<file path="config.mk">
export PLATFORM = sky130hd
export DESIGN_NAME = i2c_slave
export DESIGN_NICKNAME = d
export VERILOG_FILES = /design/src/rtl/i2c_slave.sv
export SDC_FILE = /design/constraint.sdc
export NUM_CORES = 1
export LEC_CHECK = 0
export CAP_MARGIN = 15
export CORE_ASPECT_RATIO = 0.75
export CORE_UTILIZATION = 45
export CTS_CLUSTER_DIAMETER = 40
export DETAILED_ROUTE_END_ITERATION = 10
export PLACE_DENSITY = 0.72
export SYNTH_ARGS = -nofsm -noshare
export SYNTH_HDL_FRONTEND = slang
export SYNTH_SLANG_ARGS = --single-unit
</file>
<file path="constraint.sdc">
create_clock -name clk -period 2 [get_ports clk]
set_input_delay 0.4 -clock clk [delete_from_list [all_inputs] [get_ports clk]]
set_output_delay 0.4 -clock clk [all_outputs]
set_load 0.02 [all_outputs]
</file>
<file path="src/rtl/i2c_slave.sv">
// I2C slave: 7-bit address, master write into data_out, master read from data_in.
// Optional general-call (address 7'h00, write only) via `define I2C_SLAVE_GENERAL_CALL_EN.
module i2c_slave #(
  parameter logic [6:0] SLAVE_ADDR = 7'h50
) (
  input  logic       clk,
  input  logic       rst,
  input  logic       sclk,
  input  logic       sda_in,
  output logic       sda_out,
  input  logic [7:0] data_in,
  output logic [7:0] data_out,
  output logic       rx_valid,
  output logic       tx_load,
  output logic [2:0] state
);

  localparam logic [2:0] IDLE     = 3'd0;
  localparam logic [2:0] ADDR     = 3'd1;
  localparam logic [2:0] ADDR_ACK = 3'd2;
  localparam logic [2:0] RX       = 3'd3;
  localparam logic [2:0] RX_ACK   = 3'd4;
  localparam logic [2:0] TX       = 3'd5;
  localparam logic [2:0] TX_ACK   = 3'd6;

  logic [1:0] scl_sync, sda_sync;
  logic       scl_d, sda_d;
  logic [7:0] shreg;
  logic [2:0] cnt;
  logic       rw;
  logic       ack_phase;

  logic scl, sda, scl_rise, scl_fall, start_c, stop_c;
  logic gc_match, addr_match;

  assign scl      = scl_sync[1];
  assign sda      = sda_sync[1];
  assign scl_rise = scl & ~scl_d;
  assign scl_fall = ~scl & scl_d;
  // SCL must be stably high across both samples, so START/STOP never coincide with an SCL edge
  assign start_c  = scl & scl_d & sda_d & ~sda;
  assign stop_c   = scl & scl_d & ~sda_d & sda;

`ifdef I2C_SLAVE_GENERAL_CALL_EN
  assign gc_match = (shreg[6:0] == 7'h00) & ~sda;
`else
  assign gc_match = 1'b0;
`endif
  // evaluated on the 8th ADDR rise: shreg[6:0] holds the address, sda is R/W
  assign addr_match = (shreg[6:0] == SLAVE_ADDR) | gc_match;

  always_ff @(posedge clk) begin
    if (rst) begin
      scl_sync  <= 2'b11;
      sda_sync  <= 2'b11;
      scl_d     <= 1'b1;
      sda_d     <= 1'b1;
      state     <= IDLE;
      sda_out   <= 1'b1;
      data_out  <= 8'h00;
      rx_valid  <= 1'b0;
      tx_load   <= 1'b0;
      cnt       <= 3'd0;
      shreg     <= 8'h00;
      rw        <= 1'b0;
      ack_phase <= 1'b0;
    end else begin
      scl_sync <= {scl_sync[0], sclk};
      sda_sync <= {sda_sync[0], sda_in};
      scl_d    <= scl;
      sda_d    <= sda;
      rx_valid <= 1'b0;
      tx_load  <= 1'b0;
      if (start_c) begin
        state     <= ADDR;
        cnt       <= 3'd0;
        sda_out   <= 1'b1;
        ack_phase <= 1'b0;
      end else if (stop_c) begin
        state     <= IDLE;
        cnt       <= 3'd0;
        sda_out   <= 1'b1;
        ack_phase <= 1'b0;
      end else begin
        case (state)
          ADDR: if (scl_rise) begin
            shreg <= {shreg[6:0], sda};
            cnt   <= cnt + 3'd1;
            if (cnt == 3'd7) begin
              rw        <= sda;
              ack_phase <= 1'b0;
              state     <= addr_match ? ADDR_ACK : IDLE;
            end
          end
          // ack states: first SCL fall drives the ACK, rise marks the ACK clock, next fall exits
          ADDR_ACK: begin
            if (scl_rise) ack_phase <= 1'b1;
            else if (scl_fall) begin
              if (!ack_phase) sda_out <= 1'b0;
              else begin
                ack_phase <= 1'b0;
                if (rw) begin
                  shreg   <= {data_in[6:0], 1'b0};
                  sda_out <= data_in[7];
                  tx_load <= 1'b1;
                  state   <= TX;
                end else begin
                  sda_out <= 1'b1;
                  state   <= RX;
                end
              end
            end
          end
          RX: if (scl_rise) begin
            shreg <= {shreg[6:0], sda};
            cnt   <= cnt + 3'd1;
            if (cnt == 3'd7) begin
              data_out  <= {shreg[6:0], sda};
              rx_valid  <= 1'b1;
              ack_phase <= 1'b0;
              state     <= RX_ACK;
            end
          end
          RX_ACK: begin
            if (scl_rise) ack_phase <= 1'b1;
            else if (scl_fall) begin
              if (!ack_phase) sda_out <= 1'b0;
              else begin
                ack_phase <= 1'b0;
                sda_out   <= 1'b1;
                state     <= RX;
              end
            end
          end
          TX: begin
            if (scl_rise) begin
              cnt <= cnt + 3'd1;
              if (cnt == 3'd7) begin
                ack_phase <= 1'b0;
                state     <= TX_ACK;
              end
            end else if (scl_fall) begin
              sda_out <= shreg[7];
              shreg   <= {shreg[6:0], 1'b0};
            end
          end
          TX_ACK: begin
            if (scl_rise) begin
              if (sda) state <= IDLE;
              else     ack_phase <= 1'b1;
            end else if (scl_fall) begin
              if (!ack_phase) sda_out <= 1'b1;
              else begin
                ack_phase <= 1'b0;
                shreg     <= {data_in[6:0], 1'b0};
                sda_out   <= data_in[7];
                tx_load   <= 1'b1;
                state     <= TX;
              end
            end
          end
          default: ;
        endcase
      end
    end
  end

endmodule

</file>
[Yosys cells after proc, flatten, opt, wreduce, memory -nomap -nowiden]
Index checks and enable logic that the tools add are counted.
Word-level totals
  logic and storage cells: 156
  bits of input ports: 12
  bits in read-only memories: 0
  output and inout port bits: 14
  bits in registers: 33
  memories: 0
  latch bits: 0
  RAM bits: 0
Cells by class
  magnitude comparators: 0
  add/sub/neg operators: 1
  equality and inequality tests: 48
  bitwise logic cells: 15
  muxes and demuxes: 60
  reduce and logical (&&, ||, !) cells: 18
  multipliers: 0
  shift-type cells: 0
  div/mod/pow operators: 0
Operator list (number)
  two-way mux 8 bit: 10
  two-way mux 3 bit: 17
  inequality test 4 bit (second input constant): 12
  inequality test 2 bit (second input constant): 18
  one-hot mux 8 bit (4 select lines): 1
  AND reduction 16 bit: 2
  two-way mux 1 bit: 27
  one-hot mux 3 bit (6 select lines): 1
  inequality test 5 bit (second input constant): 3
  AND reduction 13 bit: 1
  equality test 3 bit (second input constant): 4
  inequality test 3 bit (second input constant): 4
  AND reduction 5 bit: 2
  AND reduction 9 bit: 1
  inverter 1 bit: 8
  nonzero test 4 bit: 2
  nonzero test 8 bit: 1
  bitwise AND 1 bit: 7
  equality test 7 bit (second input constant): 1
  equality test 3 x 2 -> 1 bit (second input constant): 2
  inequality test 2 x 1 -> 1 bit (second input constant): 3
  nonzero test 6 bit: 1
  OR reduction 3 bit: 2
  OR reduction 5 bit: 1
  10 further kinds: 11

[Depth between registers and ports, before layout]
Gate-level depths: netlist of the first run.
  depth in word-level cells: 7
  mapped depth: 9
  gate-level depth less buffers: 7

[Worst setup path after synthesis of the first run]
OpenSTA, ideal clock, no wires.
  path type: register to register
  start: register scl_sync[1]
  end: register state[2]
  arrival time: 1.880 ns
  period minus slack after synthesis: 2.002 ns
  library setup time: 0.122 ns
  stages on the path, launching flop included: 8
  required time: 1.878 ns
  path slack: -0.002 ns
  path buffers: 0
  path through: dfxtp_1 -> inv_1 -> ha_1 -> nor2_1 -> or4b_4 -> a222oi_1 -> and3_1 -> nor3_2
Between the ends
  word-level cells in the longest chain between the ends: 4
  elaborated cells on any way between the ends: 22
  those cells by class: eq/ne: 10; mux: 2; bitwise: 8; reduce/logical: 2
RTL lines
  start: declaration: line 26  | logic [1:0] scl_sync, sda_sync;
  start signal: assignment: line 68  | scl_sync <= {scl_sync[0], sclk};
  inverter 1 bit / bitwise AND 1 bit (equally long branches): line 39, 41, 42
  bitwise AND 1 bit, on equally long branches: line 39, 41, 42
  inequality test 3 bit (no line) (tied with other cells)
  AND reduction 16 bit (no line) / OR reduction 3 bit (equally long branches)
  end signal: assignment: line 92  | state <= addr_match ? ADDR_ACK : IDLE;
  end: declaration: line 15  | output logic [2:0] state
Parallel ways exist; a longest one is shown, timed or not.
A chain may end at the register's enable or synchronous reset.

[Worst setup path after layout of the first run]
  start: register state[0]
  end: output state[0]
No word-level cell between the ends.

==> impl_results.md, run 1 <==
- Maximum resistive drop on vdd: 0.5299 mV
- Iter 0 DRT Violations: about 120
- Die outline area: 4223 µm²
- Post-DR wirelength/cell: 14.10 µm
- Highest net fanout along the worst path: 9
- Hold WC Path Type: reg2reg
- CTS tree: yes
- DRT antenna net count: 0
- Biggest area contributors in the synthesized netlist: dfxtp_1, nor2_1, mux2i_1, ha_1, nand2_1
- Wire length of the first global-routing pass: around 7.2 mm
- Most instantiated cells after synthesis: dfxtp_1, nor2_1, nand2_1, a21oi_1
- Remaining global-route overflow: 0
- Proportion of netlist area held by the largest area contributor: roughly 37%
- Final core utilization: between 60% and 70%
- I/O Pins: 26
- Count of state elements after synthesis: 33
- Number of failing setup endpoints in the final timing report: 1
- Worst-case clock skew: around 0.0090 ns
- Number of synthesized flops with an enable pin: 0
- Count of TritonRoute iterations in the first routing pass: 4
- Max-slew violations: 0
- End of the worst hold path: scl_sync[1]$_SDFF_PP1_
- Count of distinct cell types in the synthesized netlist: between 40 and 50
- Number of antenna violations at the first check in global routing: 0
- End of the worst register-to-register path: state[1]$_SDFFE_PP0P_
- FF-to-FF Start: scl_d$_SDFF_PP1_
- DRC violations left: 0
- Average via count per standard cell: 5.492
- Place WS: -0.02254 ns
- Overall routing resource usage: 22.48%
- Time the final worst path needs with I/O delays and setup: between 2 and 2.5 ns
- Critical path startpoint category: register
- Number of antenna repair diodes: 0
- Worst hold stages: 1
- Proportion of register bits with asynchronous set or reset after synthesis: 0%
- Area overhead of the layout relative to synthesis: 35.34%
- CTS HTree Levels: 2
- Slew Limit Headroom: 70.51%
- Proportion of synthesized chip area in sequential cells: 37.03%
- Leakage component of the power: 0.0009003 µW
- RePlAce Congestion: 0.8662
- Clock slew at reported path FFs: roughly 0.07 ns
- I/O Buffers: 25
- Largest net degree at the start of global routing: 21
- Sum of net half-perimeters after detailed placement: just over 3 mm
- TritonCTS Sinks: 33
- Reg2reg path depth: 8
- # nets final: 276
- Most used flip-flop cell after synthesis: dfxtp_1
- Total number of yosys warnings: 0
- Pin slew with the least headroom to its limit: between 0.4 and 0.5 ns
- Setup repair after global routing missed its margin: true
- Setup_tns: -0.01602 ns
- Run status: complete, but fails checks
- Core Rows: 19
- Layout cell share with drive strength beyond 1: 22.78%
- Worst hold margin: 0.4088 ns
- Final wirelength: 4.385 mm
- Power, Total: 1446 µW
- Reg-to-reg setup timing slack: around 0.020 ns
- Violated checks: setup timing
- Number of buffers created by CTS: 5
- Initial cell density of the core: 47.80%
- Post-cts hold buffer count: 0
- Vias in the first global route: 1544
- Top-count cell post-synth: dfxtp_1
- Clock latency of the later-clocked register in the worst-skew pair: 0.29 ns
- Endpoint type of the worst setup path: primary output
- Cell count after synthesis: 218
- Setup slack after layout: -0.01602 ns
- Core Footprint: 3732 µm²
- Number of nets in the synthesized netlist: 236
- Maximum Capacitance Violations: 0
- Type of the worst setup path: reg2out
- Largest area contributor in the netlist: dfxtp_1
- Worst min-delay path startpoint: scl_sync[0]$_SDFF_PP1_
- CP required: about 1.6 ns
- Post-route fraction of the period consumed by the critical path: 100.8%
- Post-synthesis average cell area: 8.184 µm²
- Mapped Area: 1784 µm²
- Highest attainable clock frequency: about 500 MHz
- Root cell of the clock tree: clkbuf_8
- Vias post-DR: 1708
- Arrival time of the worst setup path: 1.62 ns
- Die span in y: 56.53 µm
- Die Wd: around 75 µm
- Number of hold-slack violations in the final timing report: 0
- Number of buffers on the longest clock path: 2
- Power density over cell area: 598.9 nW/µm²
## layout make-up
| cell class | count | area, µm² |
|---|---|---|
| clock buffer | 7 | 86.33 |
| clock inverter | 1 | 30.03 |
| inverter | 8 | 35.03 |
| timing repair buffer | 50 | 450.4 |
| multi-input combinational | 160 | 1079 |
| sequential | 33 | 669.4 |
| fill | 332 | 1318 |
| tap | 52 | 65.06 |
## per-layer routing
metal / vias up / wire, µm / GRT usage (%)
met5: - / 0 / 0
met2: 59 / 1911 / 33.85
li1: 852 / - / -
met1: 789 / 2047 / 31.30
met3: 8 / 370 / 5.386
met4: 0 / 56 / 7.278
## worst max path at each step
stage	from	end	slack, ns	depth (start not counted)
3_5_place_dp	scl_sync[1]$_SDFF_PP1_	state[1]$_SDFFE_PP0P_	-0.02	8
4_1_cts	scl_d$_SDFF_PP1_	state[1]$_SDFFE_PP0P_	0.004	8
5_1_grt	scl_d$_SDFF_PP1_	state[1]$_SDFFE_PP0P_	-0.08	8
3_3_place_gp	scl_sync[1]$_SDFF_PP1_	state[2]$_SDFFE_PP0P_	0.009	8
2_1_floorplan	scl_sync[1]$_SDFF_PP1_	state[2]$_SDFFE_PP0P_	0.003	7
6_report	state[0]$_SDFFE_PP0P_	state[0]	-0.02	2
## critical path: stages, from the launching register on
cell             delay (ns)
dfxtp_1                0.54
buf_4                  0.19
clkdlybuf4s50_1        0.59
## timing repair
action	4_1_cts	5_1_grt
setup endpoints to repair	2	11
buffers inserted	0	0
pin swaps	3	8
resized for setup	12	9
gates cloned	0	1
## stage by stage
step | instances | area (µm²)
floorplan | 218 | 1802
global placement | 302 | 2210
detailed placement | 302 | 2210
CTS | 310 | 2382
global route | 311 | 2415
finish | 311 | 2415
## flip-flops by register name, indices dropped and copies added (netlist names)
name       cells
sda_out        1
rw             1
scl_sync       2
shreg          8
scl_d          1
data_out       8
cnt            3
rx_valid       1
sda_sync       2
sda_d          1
ack_phase      1
state          3
tx_load        1
## power breakdown
part	internal [µW]	total, µW	switching (µW)
Combinational	65.0	129	64.0
Clock	406	646	240
Sequential	663	672	8.87
## cells by family after synthesis
family	count (synthesis)	share of synthesized area, %
AOI/OAI and AO/OA	50	19.22
xor gates and xnor gates	3	1.473
adders and majority gates	6	4.207
buffers and inverters	25	6.100
DFF	33	37.03
muxes	10	5.610
and+or+nand+nor	91	26.37
## placed cells by master (no fill, tap or decap), types with 2 or more instances in the layout
cell type,count
clkbuf_8,6
o211ai_1,2
nand2_1,20
a311oi_1,7
ha_4,3
nand3_1,3
nor2_2,3
and4_1,2
or3_1,2
a21boi_0,2
nor3_1,3
inv_1,6
o22ai_1,3
nand2b_1,4
nor3_2,2
a2111oi_0,2
and2_1,2
buf_6,4
xor2_1,3
nand3b_1,2
nor2_1,25
nor2b_1,5
dfxtp_1,30
or3b_2,2
and3_1,5
clkdlybuf4s50_1,25
buf_4,20
a21oi_1,13
inv_4,2
or2_2,5
o21ai_0,9
dfxtp_4,2
ha_1,3
mux2i_1,10
Power figures use the tool's default switching activity.
==> inputs of run 2 (changes only) <==
--- a/config.mk
+++ b/config.mk
@@ -11,6 +11,7 @@
 export CTS_CLUSTER_DIAMETER = 40
 export DETAILED_ROUTE_END_ITERATION = 10
 export PLACE_DENSITY = 0.72
+export SKIP_CTS_REPAIR_TIMING = 1
 export SYNTH_ARGS = -nofsm -noshare
 export SYNTH_HDL_FRONTEND = slang
 export SYNTH_SLANG_ARGS = --single-unit
==> run 2 against run 1 <==
Against the previous run: worst setup slack improved by 0.015 ns; combinational power increased by 3%; register-to-register slack got worse by 0.02 ns; sequential power about the same; worst hold slack about the same; final area increased by 2.3%; maximum frequency increased by 0.74%; cell count increased by 0.64%; power increased by 0.37%; via count increased by 2.1%; the flow still finishes with violations (setup timing); die area unchanged; core utilization increased by 1.5 points.
==> impl_results.md, run 2 (synthesis gave the netlist of run 1 again) <==
- Worst-case clock skew: 0.008888 ns (-0.0001328 ns)
- Max-slew violations: 0 (unchanged)
- Relative contribution of the clock network to total power: 44.6% (about the same)
- Most frequent standard cell in the layout excluding fill and tap cells: dfxtp_1
- Die outline area: 4223 µm² (unchanged)
- Power, Total: 1452 µW (+0.37%)
- TritonCTS Sinks: 33 (unchanged)
- Leakage component of the power: 0.0009290 µW (+3.2%)
- Registers with the most flip-flops: data_out: 8 flops, shreg: 8 flops
- Setup slack after layout: -0.001244 ns (+0.01477 ns)
- Type of the worst setup path: reg2reg
- Cell Count, Final, Fillers Out: 313 (+0.64%)
- RePlAce Congestion: 0.8662 (unchanged)
- DRC violations left: 0 (unchanged)
- Endpoint type of the worst setup path: register
- Average via count per standard cell: 5.572 (+1.5%)
- Area overhead of the layout relative to synthesis: 38.50%
- Hold WC Path Type: reg2reg
- Arrival time of the worst setup path: 2.16 ns (+0.54 ns)
- Die span in y: 56.53 µm (unchanged)
- Final core utilization: 66.21% (+1.5 points)
- Share of total power in sequential cells: 46.3% (about the same)
- Remaining global-route overflow: 0 (unchanged)
- Vias post-DR: 1744 (+2.1%)
- DRT antenna net count: 0 (unchanged)
- Highest attainable clock frequency: 499.7 MHz (+0.74%)
- Time the final worst path needs with I/O delays and setup: 2.001 ns (-0.01477 ns)
- Die Wd: 74.71 µm (unchanged)
- Sum of net half-perimeters after detailed placement: 3.089 mm (unchanged)
- Placed cell count: 302 (unchanged)
- CP required: 2.16 ns (+0.56 ns)
- Maximum resistive drop on vdd: 0.5323 mV (+0.45%)
- Critical-path cell list: inv_2, ha_4, nor2b_1, or4b_4, a222oi_1, buf_4, and3_4, nor3_2
- Critical path buffers and inverters: 2 (unchanged)
- Number of hold-slack violations in the final timing report: 0 (unchanged)
- Maximum single-stage delay on the critical path: 0.48 ns (-0.11 ns)
- Highest net fanout along the worst path: 4 (-5)
- Final wirelength: 4.507 mm (+2.8%)
- Combinational fraction of design power: 9.1% (+0.2 points)
- Clock slew at reported path FFs: 0.07 ns (about the same)
- Number of antenna repair diodes: 0 (unchanged)
- Clock latency of the later-clocked register in the worst-skew pair: 0.29 ns (about the same)
- Core Footprint: 3732 µm² (unchanged)
- Number of failing setup endpoints in the final timing report: 1 (unchanged)
- Sw Share: 21.78% (+0.18 points)
- CTS tree: yes
- Number of buffers on the longest clock path: 2 (unchanged)
- Maximum Capacitance Violations: 0 (unchanged)
- Overall routing resource usage: 22.22% (-0.26 points)
- I/O Buffers: 25 (unchanged)
- Layout cell share with drive strength beyond 1: 26.44% (+3.7 points)
- Post-route fraction of the period consumed by the critical path: 100.1% (-0.74 points)
- Critical path startpoint category: register
- I/O Pins: 26 (unchanged)
- Max stage delay cell, worst path: or4b_4
- Number of buffers created by CTS: 5 (unchanged)
- CTS HTree Levels: 2 (unchanged)
- Violated checks: setup timing
- Slew Limit Headroom: 70.13% (-0.38 points)
- Largest net degree at the start of global routing: 21 (unchanged)
- Design internal power: 1135 µW (+0.14%)
- Setup repair after global routing missed its margin: true
- # nets final: 278 (+0.72%)
- Power density over cell area: 587.4 nW/µm² (-1.9%)
- Pin slew with the least headroom to its limit: 0.4368 ns (+0.005545 ns)
- Post-place instance area: 2210 µm² (unchanged)
- Iter 0 DRT Violations: 172 (+50%)
- Most frequent cells in the layout: dfxtp_1, clkdlybuf4s50_1, buf_4
- Vias in the first global route: 1532 (-0.78%)
- Number of antenna violations at the first check in global routing: 0 (unchanged)
- Wire length of the first global-routing pass: 7.058 mm (-1.4%)
- Count of TritonRoute iterations in the first routing pass: 5 (+1)
- Psw: 316.2 µW (+1.2%)
- Initial cell density of the core: 47.80% (unchanged)
- Core Rows: 19 (unchanged)
- Kind of cell adding the most delay to the critical path: simple AND/OR/NAND/NOR gates
- Post-DR wirelength/cell: 14.40 µm (+2.1%)
- Root cell of the clock tree: clkbuf_8
- Worst hold margin: 0.4087 ns (-0.0001340 ns)
- Finished layout cell area: 2471 µm² (+2.3%)
- Run status: complete, but fails checks
[run 2: cell count changes in the layout (fill, tap and decap cells not counted), moves of 2 or more]
cell | previous run | this run
nor2_2 | 3 | 5
nor2_1 | 25 | 19
a311oi_2 | 0 | 2
buf_4 | 20 | 23
nor2_4 | 0 | 4
a311oi_1 | 7 | 5
[run 2: power groups by stage]
stage / clock [µW] / combinational (µW) / sequential, µW
detailed placement: 0 / 121 / 686
finish: 647 / 133 / 672
global route: 687 / 144 / 672
floorplan: 0 / 62.9 / 685
global placement: 0 / 119 / 686
CTS: 657 / 122 / 671
[run 2: layer usage]
metal,up-vias,wire (µm),track usage [%]
met1,814,2066,31.30
li1,856,-,-
met4,0,56,7.278
met5,-,0,0
met3,8,347,5.386
met2,66,2036,32.95
[run 2: path summary, 6_finish.rpt]
path                          start                endpoint  slack [ns]  cells past startpoint
min reg2reg  scl_sync[0]$_SDFF_PP1_  scl_sync[1]$_SDFF_PP1_        0.41                      1
max reg2reg        scl_d$_SDFF_PP1_   state[1]$_SDFFE_PP0P_      -0.001                      8
min          scl_sync[0]$_SDFF_PP1_  scl_sync[1]$_SDFF_PP1_        0.41                      1
max                scl_d$_SDFF_PP1_   state[1]$_SDFFE_PP0P_      -0.001                      8
[run 2: layout make-up]
cell class | count | area [µm²]
repair buffers | 52 | 467.9
flip-flops and latches | 33 | 670.6
multi-input cells | 160 | 1119
clock inverters | 1 | 30.03
well taps | 52 | 65.06
fillers | 323 | 1261
clock buffers | 7 | 86.33
inverters | 8 | 32.53
[run 2: per-stage QoR]
stage | worst slack, ns | TNS [ns]
finish | -0.001244 | -0.001244
global route | -0.1106 | -0.4674
CTS | -0.05350 | -0.1012
detailed placement | -0.02254 | -0.04192
global placement | 0.008888 | 0
floorplan | 0.003047 | 0
==> inputs of run 3 (changes only) <==
--- a/config.mk
+++ b/config.mk
@@ -15,3 +15,4 @@
 export SYNTH_ARGS = -nofsm -noshare
 export SYNTH_HDL_FRONTEND = slang
 export SYNTH_SLANG_ARGS = --single-unit
+export TNS_END_PERCENT = 10
==> run 3 against run 2 <==
Against the previous run: the flow still finishes with violations (setup timing); power decreased by 0.56%; sequential power about the same; first-iteration DRC count decreased by 13%; core utilization decreased by 1.8 points; via count decreased by 2.6%; final area decreased by 2.7%; global-route usage unchanged; critical endpoint unchanged; largest cell class unchanged; largest power group unchanged.
==> impl_results.md, run 3 (synthesis gave the netlist of run 1 again) <==
- Number of failing setup endpoints in the final timing report: 1 (unchanged)
- # nets final: 276 (-0.72%)
- Most frequent standard cell in the layout excluding fill and tap cells: dfxtp_1
- Maximum single-stage delay on the critical path: 0.48 ns (about the same)
- Number of hold-slack violations in the final timing report: 0 (unchanged)
- Core Footprint: 3732 µm² (unchanged)
- Sum of net half-perimeters after detailed placement: 3.089 mm (unchanged)
- Run status: complete, but fails checks
- Iter 0 DRT Violations: 149 (-13%)
- Arrival time of the worst setup path: 2.16 ns (about the same)
- Number of antenna violations at the first check in global routing: 0 (unchanged)
- Number of buffers on the longest clock path: 2 (unchanged)
- Registers with the most flip-flops: data_out: 8 flops, shreg: 8 flops
- Count of TritonRoute iterations in the first routing pass: 4 (-1)
- Slew Limit Headroom: 69.91% (-0.22 points)
- Number of antenna repair diodes: 0 (unchanged)
- I/O Buffers: 25 (unchanged)
- Final wirelength: 4.346 mm (-3.6%)
- Overall routing resource usage: 22.22% (unchanged)
- Largest net degree at the start of global routing: 21 (unchanged)
- Violated checks: setup timing
- Number of buffers created by CTS: 5 (unchanged)
- DRT antenna net count: 0 (unchanged)
- Critical path startpoint category: register
- Place WS: -0.02254 ns (unchanged)
- Maximum resistive drop on vdd: 0.5311 mV (-0.24%)
- Post-route fraction of the period consumed by the critical path: 100.1% (about the same)
- Wire length of the first global-routing pass: 7.058 mm (unchanged)
- Max-slew violations: 0 (unchanged)
- Post-place instance area: 2210 µm² (unchanged)
- DRC violations left: 0 (unchanged)
- Post-DR wirelength/cell: 13.97 µm (-3.0%)
- Time the final worst path needs with I/O delays and setup: 2.002 ns (+0.0007936 ns)
- Cell Count, Final, Fillers Out: 311 (-0.64%)
- Type of the worst setup path: reg2reg
- Die Wd: 74.71 µm (unchanged)
- Root cell of the clock tree: clkbuf_8
- Highest attainable clock frequency: 499.5 MHz (about the same)
- Finished layout cell area: 2404 µm² (-2.7%)
- Reg-to-reg setup timing slack: -0.002 ns (about the same)
- RePlAce Congestion: 0.8662 (unchanged)
- Layout cell share with drive strength beyond 1: 22.39% (-4.0 points)
- Die outline area: 4223 µm² (unchanged)
- Most frequent cells in the layout: dfxtp_1, nor2_1, clkdlybuf4s50_1
- Max stage delay cell, worst path: or4b_4
- I/O Pins: 26 (unchanged)
- Vias post-DR: 1699 (-2.6%)
- Placed cell count: 302 (unchanged)
- Setup slack after layout: -0.002038 ns (-0.0007936 ns)
- Setup repair after global routing missed its margin: true
- Worst-case clock skew: 0.008404 ns (-0.0004836 ns)
- Hold WC Path Type: reg2reg
- CTS HTree Levels: 2 (unchanged)
- Area overhead of the layout relative to synthesis: 34.71%
- Worst hold margin: 0.4087 ns (+0.00001900 ns)
- Average via count per standard cell: 5.463 (-2.0%)
- Critical-path cell list: inv_2, ha_4, nor2b_1, or4b_4, a222oi_1, buf_4, and3_4, nor3_2
- Maximum Capacitance Violations: 0 (unchanged)
- TritonCTS Sinks: 33 (unchanged)
- Highest net fanout along the worst path: 4 (unchanged)
- Die span in y: 56.53 µm (unchanged)
- Remaining global-route overflow: 0 (unchanged)
- Pin slew with the least headroom to its limit: 0.4399 ns (+0.003164 ns)
- CP required: 2.16 ns (about the same)
- Vias in the first global route: 1532 (unchanged)
- Leakage component of the power: 0.0009010 µW (-3.0%)
- Clock slew at reported path FFs: 0.07 ns (about the same)
- Endpoint type of the worst setup path: register
- Power density over cell area: 600.6 nW/µm² (+2.2%)
- Clock latency of the later-clocked register in the worst-skew pair: 0.29 ns (about the same)
- Setup_tns: -0.002038 ns (-0.0007936 ns)
- Initial cell density of the core: 47.80% (unchanged)
- CTS tree: yes
- Core Rows: 19 (unchanged)
[run 3: changes by cell type in the layout (fill, tap and decap cells not counted)]
cell	before	now
nor2_1	19	26
buf_4	23	20
a311oi_2	2	0
a311oi_1	5	7
nor2_4	4	0
buf_2	0	1
nor2_2	5	2
[run 3: per-layer routing]
layer | global-route usage [%] | share of wire [%] | vias to the layer above
met5 | 0 | 0 | -
met4 | 7.278 | 0.99 | 0
met3 | 5.386 | 6.9 | 6
met2 | 32.95 | 44 | 48
met1 | 31.30 | 48 | 792
li1 | - | - | 853
[run 3: path summary, 6_finish.rpt]
check             cells past startpoint                    from                      to
hold / removal                        1  scl_sync[0]$_SDFF_PP1_  scl_sync[1]$_SDFF_PP1_
hold reg to reg                       1  scl_sync[0]$_SDFF_PP1_  scl_sync[1]$_SDFF_PP1_
setup / recovery                      8        scl_d$_SDFF_PP1_   state[1]$_SDFFE_PP0P_
setup reg to reg                      8        scl_d$_SDFF_PP1_   state[1]$_SDFFE_PP0P_
[run 3: through the flow]
stage,utilization [%],total power (µW)
after global routing,64.40,1500
after global placement,59.20,805.6
after CTS,62.32,1450
final,64.40,1443
after floorplan,-,747.9
after detailed placement,59.20,806.8
[run 3: area by class of cell]
type                            count  area (µm²)
Tap cell                           52       65.06
Sequential cell                    33       670.6
Fill cell                         334        1329
Clock inverter                      1       30.03
Clock buffer                        7       86.33
Timing Repair Buffer               50       450.4
Inverter                            8       32.53
Multi-Input combinational cell    160        1069
[run 3: critical path: cells and delay by family (launching register included)]
kind	cells	cell delay (ns)
AND/OR/NAND/NOR	4	0.81
AO/OA/AOI/OAI	1	0.29
flip-flops	1	0.37
buffers and inverters	2	0.24
adder cells (fa/ha/maj)	1	0.15
[run 3: where the power goes]
part / switching (µW) / leakage [µW] / internal (µW)
registers: 8.22 / 0.000268 / 663
clock network: 238 / 0.0000585 / 406
logic: 63.8 / 0.000575 / 64.7
